`src/rtl/usart_receiver.sv`:
```
// usart_receiver: 8N1 serial receive stage for the my_usart link.
// Synchronises rx_pin, times each bit from a latched prescaler, assembles
// the data bits LSB first and hands the byte to the consumer through a
// one-entry holding register with a valid/ready handshake.
module usart_receiver #(
    parameter int DATA_BITS   = 8,
    parameter int SYNC_STAGES = 2
) (
    input  logic                 clock,
    input  logic                 reset,
    input  logic [15:0]          prescaler,
    input  logic                 rx_pin,
    output logic [DATA_BITS-1:0] data_out,
    output logic                 data_valid,
    input  logic                 data_ready,
    output logic                 frame_error,
    output logic                 overrun,
    output logic                 rx_busy
);

    localparam int IDX_W = $clog2(DATA_BITS + 1);

    localparam logic [2:0] S_IDLE  = 3'd0;
    localparam logic [2:0] S_START = 3'd1;
    localparam logic [2:0] S_DATA  = 3'd2;
    localparam logic [2:0] S_STOP  = 3'd3;
    localparam logic [2:0] S_BREAK = 3'd4;

    logic [SYNC_STAGES-1:0] sync_q;
    logic [SYNC_STAGES:0]   fill_q;
    logic                   rx_s;
    logic                   rx_prev;
    logic                   armed;
    logic                   start_edge;

    logic [2:0]             state;
    logic [15:0]            p_reg;
    logic [15:0]            bit_cnt;
    logic [15:0]            p_eff;
    logic [15:0]            half_m1;
    logic [15:0]            p_m1;
    logic [IDX_W-1:0]       bit_idx;
    logic [DATA_BITS-1:0]   shift_q;
    logic                   deliver_q;

    assign rx_s       = sync_q[SYNC_STAGES-1];
    // A start is only believed once the real (not preset) line has been seen high.
    assign start_edge = armed & rx_prev & ~rx_s;
    assign p_eff      = (prescaler < 16'd4) ? 16'd4 : prescaler;
    assign half_m1    = (p_reg >> 1) - 16'd1;
    assign p_m1       = p_reg - 16'd1;
    assign rx_busy    = (state != S_IDLE);

    // Input conditioning: synchroniser chain, delayed copy for edge detect, and arming after reset
    always_ff @(posedge clock) begin
        if (reset) begin
            sync_q  <= '1;
            fill_q  <= '0;
            rx_prev <= 1'b1;
            armed   <= 1'b0;
        end else begin
            sync_q  <= {sync_q[SYNC_STAGES-2:0], rx_pin};
            fill_q  <= {fill_q[SYNC_STAGES-1:0], 1'b1};
            rx_prev <= rx_s;
            if (fill_q[SYNC_STAGES] && rx_s) begin
                armed <= 1'b1;
            end
        end
    end

    // Frame sequencer: bit timing, data sampling, stop check and break wait
    always_ff @(posedge clock) begin
        if (reset) begin
            state       <= S_IDLE;
            p_reg       <= 16'd4;
            bit_cnt     <= 16'd0;
            bit_idx     <= '0;
            shift_q     <= '0;
            deliver_q   <= 1'b0;
            frame_error <= 1'b0;
        end else begin
            frame_error <= 1'b0;
            deliver_q   <= 1'b0;
            case (state)
                S_IDLE: begin
                    if (start_edge) begin
                        p_reg   <= p_eff;
                        bit_cnt <= 16'd0;
                        state   <= S_START;
                    end
                end
                S_START: begin
                    if (bit_cnt == half_m1) begin
                        bit_cnt <= 16'd0;
                        if (!rx_s) begin
                            bit_idx <= '0;
                            state   <= S_DATA;
                        end else begin
                            state <= S_IDLE;
                        end
                    end else begin
                        bit_cnt <= bit_cnt + 16'd1;
                    end
                end
                S_DATA: begin
                    if (bit_cnt == p_m1) begin
                        bit_cnt <= 16'd0;
                        shift_q <= {rx_s, shift_q[DATA_BITS-1:1]};
                        if (bit_idx == IDX_W'(DATA_BITS - 1)) begin
                            state <= S_STOP;
                        end else begin
                            bit_idx <= bit_idx + IDX_W'(1);
                        end
                    end else begin
                        bit_cnt <= bit_cnt + 16'd1;
                    end
                end
                S_STOP: begin
                    if (bit_cnt == p_m1) begin
                        bit_cnt <= 16'd0;
                        if (rx_s) begin
                            deliver_q <= 1'b1;
                            state     <= S_IDLE;
                        end else begin
                            frame_error <= 1'b1;
                            state       <= S_BREAK;
                        end
                    end else begin
                        bit_cnt <= bit_cnt + 16'd1;
                    end
                end
                S_BREAK: begin
                    if (rx_s) begin
                        state <= S_IDLE;
                    end
                end
                default: begin
                    state <= S_IDLE;
                end
            endcase
        end
    end

    // Holding register: load a good byte, or flag overrun if the consumer has not taken the last one
    always_ff @(posedge clock) begin
        if (reset) begin
            data_out   <= '0;
            data_valid <= 1'b0;
            overrun    <= 1'b0;
        end else begin
            overrun <= 1'b0;
            if (deliver_q) begin
                if (!data_valid || data_ready) begin
                    data_out   <= shift_q;
                    data_valid <= 1'b1;
                end else begin
                    overrun <= 1'b1;
                end
            end else if (data_valid && data_ready) begin
                data_valid <= 1'b0;
            end
        end
    end

endmodule

```
`config.mk`:
```
export PLATFORM = sky130hd
export DESIGN_NAME = usart_receiver
export DESIGN_NICKNAME = d
export VERILOG_FILES = /design/src/rtl/usart_receiver.sv
export SDC_FILE = /design/constraint.sdc
export NUM_CORES = 1
export LEC_CHECK = 0
export ABC_CLOCK_PERIOD_IN_PS = 4300
export CAP_MARGIN = 40
export CORE_MARGIN = 2
export CORE_UTILIZATION = 48
export DETAILED_ROUTE_END_ITERATION = 7
export GPL_ROUTABILITY_DRIVEN = 0
export PLACE_DENSITY = 0.68
export SLEW_MARGIN = 30
export SYNTH_ARGS = -nofsm -noshare
export SYNTH_HDL_FRONTEND = slang
export SYNTH_SLANG_ARGS = --single-unit
```
`constraint.sdc`:
```
create_clock -name clock -period 4.3 [get_ports clock]
set_clock_uncertainty 0.05 [all_clocks]
set_input_delay 0.86 -clock clock [delete_from_list [all_inputs] [get_ports clock]]
set_output_delay 0.86 -clock clock [all_outputs]
set_load 0.01 [all_outputs]
```
==> summary.md <==
| Metric | Value |
|---|---|
| Final #Nets | 506 |
| Routed Wire Length | 8590 um |
| I/O pins | 32 |
| Largest net degree at the start of global routing | 50 |
| DRC | 0 |
| Routed Antenna Nets | 0 |
| Filler instances | 703 |
| Mapped Nets | 496 |
| Max_cap viols | 0 |
| Core box area | 7770 um2 |
| Drt pass-1 iters | 5 |
| Core Rows | 32 |
| WS Path Type | reg -> reg |
| Slew at the pin closest to its max-slew limit | 0.619 ns |
| Post-synth ARST share | 0 |
| CP max stage cell | nor3b_2 |
| Multi-input logic area | 2320 um2 |
| Critical path arrival | 3.86 ns |
| Ys flop type | dfxtp_1 |
| Max Clock Freq | 0.269 GHz |
| Flops & latches, synth | 66 |
| Crit path time final | 3.72 ns |
| Unrepaired setup endpoints after global routing | false |
| R2r setup slk | 0.58 ns |
| Maximum root-to-sink buffer count | 2 |
| Initial Util | 0.498 |
| CP max FO | 12 |
| Power Density | 311 nW/um2 |
| Critical Path RT | 4.44 ns |
| Clock H-tree levels | 3 |
| Worst hold path startpoint | sync_q[0] |
| # hold bufs at CTS | 0 |
| CTS Root Buffer Type | clkbuf_8 |
| Number of global-route vias before repair | 3,103 |
| First-pass GRT wire length | 14,700 um |
| Final Hold Viols | 0 |
| Status | finished clean |
| Mapped Cells | 472 |
| Total clock sinks | 66 |
| P&R area growth vs syn | 14.7% |
| Register area | 1320 um2 |
| Worst-skew pair later-pin latency | 0.34 ns |
| Layout cells sized above 1 | 0.101 |
| Register area share after synthesis | 0.342 |
| Startpoint Class | flip-flop |
| Post-CTS setup buffer count | 0 |
| Tot Pwr | 1.38 mW |
| Initial DRC Count | 223 |
| All-Layer GR Usage | 0.210 |
| Routed via count | 3,333 |
| Synth cell types | 65 |
| CP Capture Type | flip-flop |
| Clock slew at reported path FFs | 0.07 ns |
| Detail Placement HPWL | 6430 um |
| Post-synth EDFFs | 0 |
| Hold crit path type | reg -> reg |
| CP peak stage delay | 0.55 ns |
| Grt ovf | 0 |
| Max Slew Vio Count | 0 |
| Number of diodes | 0 |
| Synthesis Warnings | 0 |
| Slew margin rel. | 0.583 |
| Final setup TNS | 0 ns |
| Die width | 93.8 um |
| PortBufs | 31 |
| Reg2reg start | p_reg[1] |
| VDD IR-drop max | 197 uV |
| Pleak | 1.62 nW |
| Worst setup path start | p_reg[1] |
| DIE HEIGHT | 93.8 um |
| Vias per cell | 5.66 |
| Per-cell routed wire length | 14.6 um |
| Synthesized area | 3870 um2 |
| CTS tree | yes |
| Number of CTS-inserted buffers | 9 |
| Full die area | 8790 um2 |
| Crit-path cells | inv_1, ha_1, nor3b_2, nand3_1, xnor2_1, a2111oi_0, nand4_1, o211ai_4, nand2_2, nand2_1, o311ai_0 |
| Post-CTS Resized | 0 |
| Tcrit/Tclk final | 0.866 |
| Post-synthesis average cell area | 8.20 um2 |
| Final setup violation count | 0 |
| Initial antenna violation count | 0 |
[final timing paths]
check,endpoint,cells past startpoint
worst min-delay path,sync_q[1],1
worst min register to register,sync_q[1],1
worst max register to register,bit_cnt[5],11
worst max-delay path,bit_cnt[5],11
[through the flow]
step	util	hold slack, ns	std cells	area, um2	setup slack, ns
2_1_floorplan	-	0.339	472	3870	1.21
3_3_place_gp	0.534	0.342	570	4150	0.957
3_5_place_dp	0.537	0.347	573	4170	0.643
4_1_cts	0.571	0.362	589	4440	0.616
5_1_grt	0.571	0.375	589	4440	0.426
6_report	0.571	0.364	589	4440	0.576
[layout by cell type, fill, tap and decap left out, drive strengths merged, types with 8 or more instances in the layout]
master / Yosys / routed
nand2: 58 / 58
mux2i: 21 / 21
a21oi: 28 / 28
nor2: 41 / 41
o311ai: 9 / 9
inv: 18 / 19
clkbuf: 24 / 10
nand3: 26 / 26
clkdlybuf4s50: 0 / 30
xor2: 13 / 13
o21ai: 13 / 13
nand4: 8 / 8
nor4: 11 / 11
nor3: 8 / 8
xnor2: 24 / 24
dfxtp: 66 / 66
[per-layer routing]
layer	global-route usage	wire length (um)	up-vias
met4	0.100	212	0
met1	0.280	4080	1538
li1	-	-	1685
met5	0	0	-
met2	0.324	3950	94
met3	0.0425	340	16
[logic make-up (layout without fill, tap and decap cells)]
logic type,count (synthesis),after routing,share of synthesized area
compound gates,89,89,0.171
xor+xnor,37,37,0.0838
fa+ha+maj,4,4,0.0129
buf+inv,54,69,0.0589
flops,66,66,0.342
mux,22,22,0.0572
simple gates,200,200,0.274
[Yosys cell counts, types with 6 or more instances]
cell type / n / area share
nand3_1: 26 / 0.034
nand2_1: 57 / 0.055
nor2_1: 40 / 0.039
xnor2_1: 24 / 0.054
a21oi_1: 27 / 0.035
clkbuf_1: 24 / 0.023
nand4_1: 8 / 0.013
dfxtp_1: 66 / 0.34
o311ai_2: 6 / 0.025
nor2b_1: 6 / 0.0097
inv_1: 18 / 0.017
buf_2: 8 / 0.010
or3_1: 6 / 0.0097
o21ai_0: 11 / 0.014
a31oi_1: 6 / 0.0097
xor2_1: 13 / 0.029
or2_2: 6 / 0.0097
mux2i_1: 21 / 0.054
nor3_1: 8 / 0.010
nor4_1: 8 / 0.013
[area by class of cell]
cell class	instances	share of cell area
Timing Repair Buffer	35	0.0756
Clock inverter	6	0.0310
Sequential cell	66	0.298
Tap cell	102	0.0288
Multi-Input combinational cell	352	0.523
Clock buffer	10	0.0288
Inverter	18	0.0152
[critical path, delay by kind of cell, from the launching register on]
kind / cells / cell delay (ns)
simple gates: 5 / 1.53
compound gates: 3 / 0.99
flops: 1 / 0.38
fa+ha+maj: 1 / 0.34
xor+xnor: 1 / 0.16
buf+inv: 1 / 0.12
[where the power goes]
part / switching, mW / internal, mW
clock: 0.243 / 0.447
combinational: 0.0361 / 0.0326
sequential: 0.00615 / 0.616
(Power assumes the default switching activity.)
